--- src/rtl/z80_bus_bridge_pkg.sv ---
// z80_bus_bridge_pkg: shared FSM states, access-type encoding and timeout fill byte
package z80_bus_bridge_pkg;

    typedef enum logic [1:0] {
        ST_IDLE,
        ST_REQ,
        ST_DONE,
        ST_DRAIN
    } state_t;

    typedef enum logic [1:0] {
        ACC_NONE,
        ACC_MEM,
        ACC_IO,
        ACC_INTA
    } acc_t;

    localparam logic [7:0] TIMEOUT_FILL = 8'hFF;

endpackage

--- src/rtl/z80_bus_decode.sv ---
// z80_bus_decode: classifies the current Z80 strobe pattern as memory, I/O or interrupt acknowledge
module z80_bus_decode
    import z80_bus_bridge_pkg::*;
(
    input  logic pin_nM1,
    input  logic pin_nMREQ,
    input  logic pin_nIORQ,
    input  logic pin_nRD,
    input  logic pin_nWR,
    input  logic pin_nRFSH,
    output acc_t kind,
    output logic active
);

    logic rw;
    logic mem;
    logic io;
    logic inta;

    assign rw   = !pin_nRD || !pin_nWR;
    assign mem  = !pin_nMREQ && pin_nRFSH && rw;
    assign io   = !pin_nIORQ && pin_nM1 && rw;
    assign inta = !pin_nIORQ && !pin_nM1;

    // Refresh is excluded inside mem, so it can never yield an access kind
    always_comb begin
        kind = mem  ? ACC_MEM  :
               io   ? ACC_IO   :
               inta ? ACC_INTA : ACC_NONE;
    end

    assign active = mem || io || inta;

endmodule

--- src/rtl/z80_bus_bridge.sv ---
// z80_bus_bridge: Z80 strobe-to-system-bus bridge; define Z80_BRIDGE_TIMEOUT_EN for the REQ timeout
module z80_bus_bridge
    import z80_bus_bridge_pkg::*;
#(
    parameter int TIMEOUT_CYCLES = 255
) (
    input  logic        CLK,
    input  logic        nRESET,
    input  logic        pin_nM1,
    input  logic        pin_nMREQ,
    input  logic        pin_nIORQ,
    input  logic        pin_nRD,
    input  logic        pin_nWR,
    input  logic        pin_nRFSH,
    input  logic [15:0] pin_A,
    input  logic [7:0]  pin_D_in,
    output logic [7:0]  pin_D_out,
    output logic        pin_D_oe,
    output logic        pin_nWAIT,
    output logic        bus_req,
    output logic        bus_we,
    output logic        bus_io,
    output logic [15:0] bus_addr,
    output logic [7:0]  bus_wdata,
    input  logic [7:0]  bus_rdata,
    input  logic        bus_ack,
    input  logic [7:0]  int_vector,
    output logic        timeout_flag
);

    state_t      state_q;
    logic        we_q;
    logic        io_q;
    logic [15:0] addr_q;
    logic [7:0]  wdata_q;
    logic [7:0]  rdata_q;
    acc_t        kind;
    logic        active;
    logic        start_bus;
    logic        ack_eff;
    logic [7:0]  ack_data;

    z80_bus_decode u_decode (
        .pin_nM1   (pin_nM1),
        .pin_nMREQ (pin_nMREQ),
        .pin_nIORQ (pin_nIORQ),
        .pin_nRD   (pin_nRD),
        .pin_nWR   (pin_nWR),
        .pin_nRFSH (pin_nRFSH),
        .kind      (kind),
        .active    (active)
    );

    assign start_bus = (kind == ACC_MEM) || (kind == ACC_IO);

`ifdef Z80_BRIDGE_TIMEOUT_EN
    logic [15:0] cnt_q;
    logic        flag_q;
    logic        to_hit;

    assign to_hit       = (state_q == ST_REQ) && (cnt_q == 16'(TIMEOUT_CYCLES - 1));
    assign ack_eff      = bus_ack || to_hit;
    assign ack_data     = bus_ack ? bus_rdata : TIMEOUT_FILL;
    assign timeout_flag = flag_q;

    // REQ is only entered from IDLE, so clearing in IDLE is clearing on REQ entry
    always_ff @(posedge CLK or negedge nRESET) begin
        if (!nRESET) begin
            cnt_q  <= '0;
            flag_q <= 1'b0;
        end else begin
            if (state_q == ST_IDLE)
                cnt_q <= '0;
            else if (state_q == ST_REQ)
                cnt_q <= cnt_q + 16'd1;
            if (to_hit && !bus_ack)
                flag_q <= 1'b1;
        end
    end
`else
    logic unused_cfg;

    assign unused_cfg   = (TIMEOUT_CYCLES != 0);
    assign ack_eff      = bus_ack;
    assign ack_data     = bus_rdata;
    assign timeout_flag = 1'b0;
`endif

    // Access FSM: one bus transaction per strobe assertion, latched request fields, read capture
    always_ff @(posedge CLK or negedge nRESET) begin
        if (!nRESET) begin
            state_q <= ST_IDLE;
            we_q    <= 1'b0;
            io_q    <= 1'b0;
            addr_q  <= '0;
            wdata_q <= '0;
            rdata_q <= '0;
        end else begin
            case (state_q)
                ST_IDLE: begin
                    if (start_bus) begin
                        state_q <= ST_REQ;
                        addr_q  <= pin_A;
                        we_q    <= !pin_nWR;
                        io_q    <= (kind == ACC_IO);
                        wdata_q <= pin_D_in;
                    end else if (kind == ACC_INTA) begin
                        state_q <= ST_DONE;
                        rdata_q <= int_vector;
                    end
                end
                ST_REQ: begin
                    if (ack_eff) begin
                        if (active) begin
                            state_q <= ST_DONE;
                            if (!we_q)
                                rdata_q <= ack_data;
                        end else begin
                            state_q <= ST_DRAIN;
                        end
                    end
                end
                ST_DONE: begin
                    if (!active)
                        state_q <= ST_IDLE;
                end
                ST_DRAIN: state_q <= ST_IDLE;
                default:  state_q <= ST_IDLE;
            endcase
        end
    end

    assign bus_req   = (state_q == ST_REQ);
    assign bus_we    = we_q;
    assign bus_io    = io_q;
    assign bus_addr  = addr_q;
    assign bus_wdata = wdata_q;
    assign pin_D_out = rdata_q;
    assign pin_D_oe  = (state_q == ST_DONE) && (!pin_nRD || kind == ACC_INTA);
    // Interrupt acknowledge completes straight out of IDLE, so it never stretches the CPU cycle
    assign pin_nWAIT = !(active && ((state_q == ST_REQ) ||
                                    (state_q == ST_IDLE && kind != ACC_INTA)));

endmodule
--- config.mk ---
export PLATFORM = sky130hd
export DESIGN_NAME = z80_bus_bridge
export DESIGN_NICKNAME = d
export VERILOG_FILES = /design/src/rtl/z80_bus_bridge_pkg.sv /design/src/rtl/z80_bus_decode.sv /design/src/rtl/z80_bus_bridge.sv
export SDC_FILE = /design/constraint.sdc
export NUM_CORES = 1
export LEC_CHECK = 0
export ABC_AREA = 1
export BUFFER_PORTS_ARGS = -buffer_cell sky130_fd_sc_hd__buf_2
export CAP_MARGIN = 15
export CORE_ASPECT_RATIO = 1.5
export CORE_MARGIN = 10
export CORE_UTILIZATION = 45
export CTS_CLUSTER_DIAMETER = 200
export DETAILED_ROUTE_END_ITERATION = 6
export PLACE_DENSITY = 0.91
export SLEW_MARGIN = 40
export SYNTH_ARGS = -nofsm -noshare
export SYNTH_HDL_FRONTEND = slang
export SYNTH_SLANG_ARGS = --single-unit
export TNS_END_PERCENT = 1
--- constraint.sdc ---
create_clock -name CLK -period 1.55 [get_ports CLK]
set_input_delay 0.155 -clock CLK [delete_from_list [all_inputs] [get_ports CLK]]
set_output_delay 0.155 -clock CLK [all_outputs]
set_load 0.1 [all_outputs]
==> impl_metrics.ini, run 1 <==
[status]
outcome = finished, violations left
violations = setup timing

[setup_path]
critical_path_arrival_ns = 1.40
critPathLaunchType = primary input
critPathCaptureType = output pin
reg2reg_slack_ns = 0.20
crit_type = primary input to output pin
worstPathRequired_ns = 1.39
worstPathMaxFanout = 2

[logic_synthesis]
ys_warn_count = 0
yosysSeqAreaShare_pct = 53.2
post-synth-top-count-cell = nand2_1
syn-num-nets = 211
synth_edf_count = 0
yosysTopAreaCell = dfrtp_1
synth_cell_types = 21
synth-seq-cells = 36
synth_common_cells = nand2_1 (55), dfrtp_1 (36), mux2_2 (17)
synthArstFlopShare_pct = 100
syn_area_per_cell_sq_um = 10.6
synth_area_leaders = dfrtp_1 (53%), nand2_1 (12%), mux2_2 (11%)
netlist_area_sq_um = 1690
syn_inst = 159
yosysTopAreaCellShare_pct = 53.2
synthFlopType = dfrtp_1

[die]
rows = 27
initial_core_util_pct = 46.4
io_pins = 87
core_sq_um = 3650
die_height_um = 95.1
die_area_sq_um = 6670
fp.dieW_um = 70.1

[routing]
vias = 1470
routed_via_density = 4.88
wl_per_cell_um = 15.6
drt_iter0_drc = 47
dr.pass1.iters = 6
drt_wl_total_um = 4700
ant_nets = 0
drc = 0

[timing]
finalWorstSetupSlack_ns = -0.00380
slew_headroom_pct = 65.9
post-route-min-period_ns = 1.55
worst_pin_slew_ns = 0.515
rsz0062_at_grt = yes
drv_slew = 0
setup_violations = 1
finalHoldViolCount = 0
finClkSkew_ns = 0.00170
fmax_mhz = 644
period_share_pct = 100

[finish]
regArea_sq_um = 902
final_nets = 310
drive_above_1_share_pct = 55.8
multiInputGateArea_sq_um = 785
final_cell_area_sq_um = 2500
syn_to_final_growth_pct = 47.5
antenna-diode-count = 0
fill_cells = 296
final_cells = 301

[placement]
place.gp.congestion = 0.838
dp_hpwl_um = 3760
placed_cell_area_sq_um = 2330
placed_cells = 292
numPortBuffers = 85

[global_routing]
antenna_found_initial = 0
grt_pass1_vias = 1589
grt_max_degree = 32
grt_util_all_layers_pct = 13.5
grt_overflow = 0
grt_first_pass_wirelength_um = 7340

[clocking]
cts_buffer_depth = 2
root_buffer = clkbuf_8
h-tree-depth = 2
clk_pin_slew_ns = 0.07
cts_inserted_buffers = 5
clkLatencyLatePin_ns = 0.27
cts_num_sinks = 36
cts_tree = done

[run]
maxCapViolations = 0

[hold_path]
min_path_type = primary input to register
## state kept, by name (all words and copies together) (netlist names)
name	cells
bus_we	1
bus_io	1
state_q	2
pin_D_out	8
bus_wdata	8
bus_addr	16
## cells by family after synthesis
family / Yosys count / synth area share [%]
flops: 36 / 53.2
mux: 25 / 18.4
buf+inv: 15 / 4.80
simple gates: 74 / 19.4
fa+ha+maj: 3 / 2.22
compound gates: 5 / 1.77
other cells: 1 / 0.222
## cell usage in the layout (no fill, tap or decap), types with 2 or more instances in the layout
| cell type | synthesis | routed |
|---|---|---|
| nand4_1 | 8 | 8 |
| nand3_4 | 1 | 3 |
| mux2_2 | 17 | 17 |
| clkbuf_8 | 0 | 7 |
| mux2_4 | 8 | 8 |
| buf_12 | 0 | 4 |
| nand3_2 | 1 | 2 |
| nand2_1 | 55 | 54 |
| dfrtp_1 | 36 | 35 |
| ha_1 | 3 | 2 |
| buf_8 | 0 | 2 |
| inv_1 | 9 | 6 |
| buf_2 | 2 | 80 |
| inv_2 | 0 | 2 |
| nor2_1 | 3 | 3 |
| buf_4 | 2 | 9 |
## critical path, cell delays in order
cell	delay (ns)
buf_2	0.11
inv_1	0.11
nand3_4	0.09
buf_6	0.12
inv_4	0.05
ha_4	0.13
inv_2	0.05
o211ai_1	0.31
clkbuf_16	0.27
## area by class of cell
| class | count | area share, % |
|---|---|---|
| flip-flops and latches | 36 | 36.1 |
| multi-input cells | 108 | 31.4 |
| repair buffers | 98 | 25.0 |
| clock buffers | 7 | 3.86 |
| well taps | 43 | 2.15 |
| inverters | 9 | 1.45 |
## worst paths after layout
kind / startpoint / end / depth (start not counted)
worst max-delay path: pin_nIORQ / pin_nWAIT / 9
worst min-delay path: pin_nWR / bus_we / 2
worst max register to register: state_q[1] / pin_D_out[2] / 6
worst min register to register: pin_D_out[3] / pin_D_out[3] / 2
max in group asynchronous: nRESET / state_q[0] / 3
min in group asynchronous: nRESET / bus_addr[14] / 2
## per-layer routing
layer	part of all wire [%]	track usage [%]
met2	59	27.1
met4	2.9	5.78
met3	5.5	3.53
met5	0	0
met1	32	12.2
## per-stage QoR
step                      hold slack (ns)  TNS (ns)  setup slack, ns  utilization [%]
after global placement              0.101     -3.50           -0.133             63.8
final                              0.0996  -0.00380         -0.00380             68.4
after detailed placement            0.109     -5.42           -0.199             63.8
after floorplan                    -0.141     -1.48           -0.691                -
after CTS                           0.101         0           0.0243             67.3
after global routing               0.0959    -0.154          -0.0718             68.4
## what timing repair did
| action | in CTS | in global routing |
|---|---|---|
| pin swaps | 2 | 3 |
| gates resized for setup | 6 | 8 |
| gates cloned | 0 | 0 |
| hold endpoints to repair | 17 | 0 |
| setup buffers | 0 | 1 |
| endpoints found under the setup margin | 2 | 3 |
| hold buffers | 1 | 0 |
Power of run 1 is not shown: default switching activity piles up to over one toggle a cycle in this logic, so the estimate is an artifact.
==> run 2, diff against run 1 <==
CAP_MARGIN = default   (was 15)
CELL_PAD_IN_SITES_DETAIL_PLACEMENT = 0   (was default)
CELL_PAD_IN_SITES_GLOBAL_PLACEMENT = 1   (was default)
CORE_UTILIZATION = 33   (was 45)
CTS_BUF_LIST = sky130_fd_sc_hd__clkbuf_16   (was default)
==> run 2 against run 1 <==
Compared with the run above:
- the run now ends clean
- critical path type is now register to output pin
- die area increased by 27%
- largest cell class unchanged
- non-clock buffer count decreased by 1
- final cell count increased by 7.6%
- flip-flop and latch count unchanged
==> impl_metrics.ini, run 2 (same netlist as run 1, synthesis figures left out) <==
[die]
die_height_um = 108
io_pins = 87
rows = 31
initial_core_util_pct = 34.6
core_sq_um = 4890
die_area_sq_um = 8450
fp.dieW_um = 78.5

[clocking]
cts_num_sinks = 36
root_buffer = clkbuf_16
cts_inserted_buffers = 5
clkLatencyLatePin_ns = 0.27
h-tree-depth = 2
cts_tree = done
clk_pin_slew_ns = 0.05
cts_buffer_depth = 2

[setup_path]
crit_type = register to output pin
worstPathMaxFanout = 4
critical_path_arrival_ns = 1.39
critPathCaptureType = output pin
critPathLaunchType = register
worstPathRequired_ns = 1.39

[placement]
numPortBuffers = 85
place.gp.congestion = 0.782
placed_cell_area_sq_um = 2350
dp_hpwl_um = 3910
placed_cells = 315

[global_routing]
grt_max_degree = 37
grt_util_all_layers_pct = 11.3
antenna_found_initial = 0
grt_pass1_vias = 1552
grt_first_pass_wirelength_um = 7600
grt_overflow = 0

[routing]
vias = 1426
drt_wl_total_um = 4800
ant_nets = 0
drc = 0
dr.pass1.iters = 4
wl_met3_um = 295
met1_length_um = 1670
wl_per_cell_um = 14.8
routed_via_density = 4.40
routed.top_layer = met4
wl_met2_um = 2730
drt_iter0_drc = 60

[timing]
rsz0062_at_grt = yes
finClkSkew_ns = 0.00239
holdWs_ns = 0.109
setup-tns-final_ns = 0
finalHoldViolCount = 0
drv_slew = 0
fmax_mhz = 648
setup_violations = 0
period_share_pct = 99.6
post-route-min-period_ns = 1.54

[finish]
syn_to_final_growth_pct = 49.9
largest_reg_flops = 16
multiInputGateArea_sq_um = 782
layout_commonest_cell = buf_2
drive_above_1_share_pct = 55.0
final_cells = 324
final_cell_mix = buf_2 (80), nand2_1 (53), dfrtp_1 (36)
final_nets = 309
antenna-diode-count = 0
final_cell_area_sq_um = 2540
fill_cells = 484
regArea_sq_um = 901

[hold_path]
min_path_type = primary input to register

[status]
outcome = finished clean

[run]
maxCapViolations = 0
-- run 2: changes by cell type in the layout (fill, tap and decap cells not counted), sizes merged --
cell    change
clkbuf      -2
inv         +2
buf         -1
clkinv      +1
-- run 2: final cells by class --
| cell class | count | share of cell area [%] |
|---|---|---|
| Inverter | 9 | 1.53 |
| Timing Repair Buffer | 97 | 23.5 |
| Clock inverter | 3 | 0.444 |
| Tap cell | 66 | 3.25 |
| Sequential cell | 36 | 35.5 |
| Clock buffer | 5 | 4.93 |
| Multi-Input combinational cell | 108 | 30.8 |
-- run 2: metrics by stage --
stage / util, % / setup WS, ns
detailed placement: 48.0 / -0.131
finish: 51.9 / 0.00564
CTS: 51.5 / -0.0187
global placement: 48.0 / -0.0855
global route: 51.9 / -0.0293
floorplan: - / -0.691
-- run 2: worst paths after layout --
path,to,from,slack [ns],depth (start not counted)
max in group asynchronous,pin_D_out[6],nRESET,0.76,3
min reg2reg,pin_D_out[0],pin_D_out[0],0.46,2
max,pin_D_oe,state_q[1],0.006,4
min in group asynchronous,bus_addr[12],nRESET,0.46,3
max reg2reg,pin_D_out[6],state_q[1],0.23,6
min,bus_addr[7],pin_A[7],0.11,2
-- run 2: metal layers --
layer / vias up / track usage (%)
met2: 42 / 20.9
li1: 711 / -
met5: - / 0
met4: 0 / 5.14
met1: 664 / 11.2
met3: 9 / 3.51
-- run 2: timing repair --
item	in CTS	in global routing
setup buffers	1	0
gates resized for setup	5	7
endpoints found under the setup margin	2	3
pin swaps	2	2
hold endpoints to repair	36	0
hold buffers	1	0
-- run 2: worst max-delay path, stage by stage (launching register included) --
cell and delay [ns]:
dfrtp_1 0.42, inv_1 0.10, nor2_1 0.16, a21boi_4 0.24
buf_12 0.19
Power of run 2 is left out for the same reason.
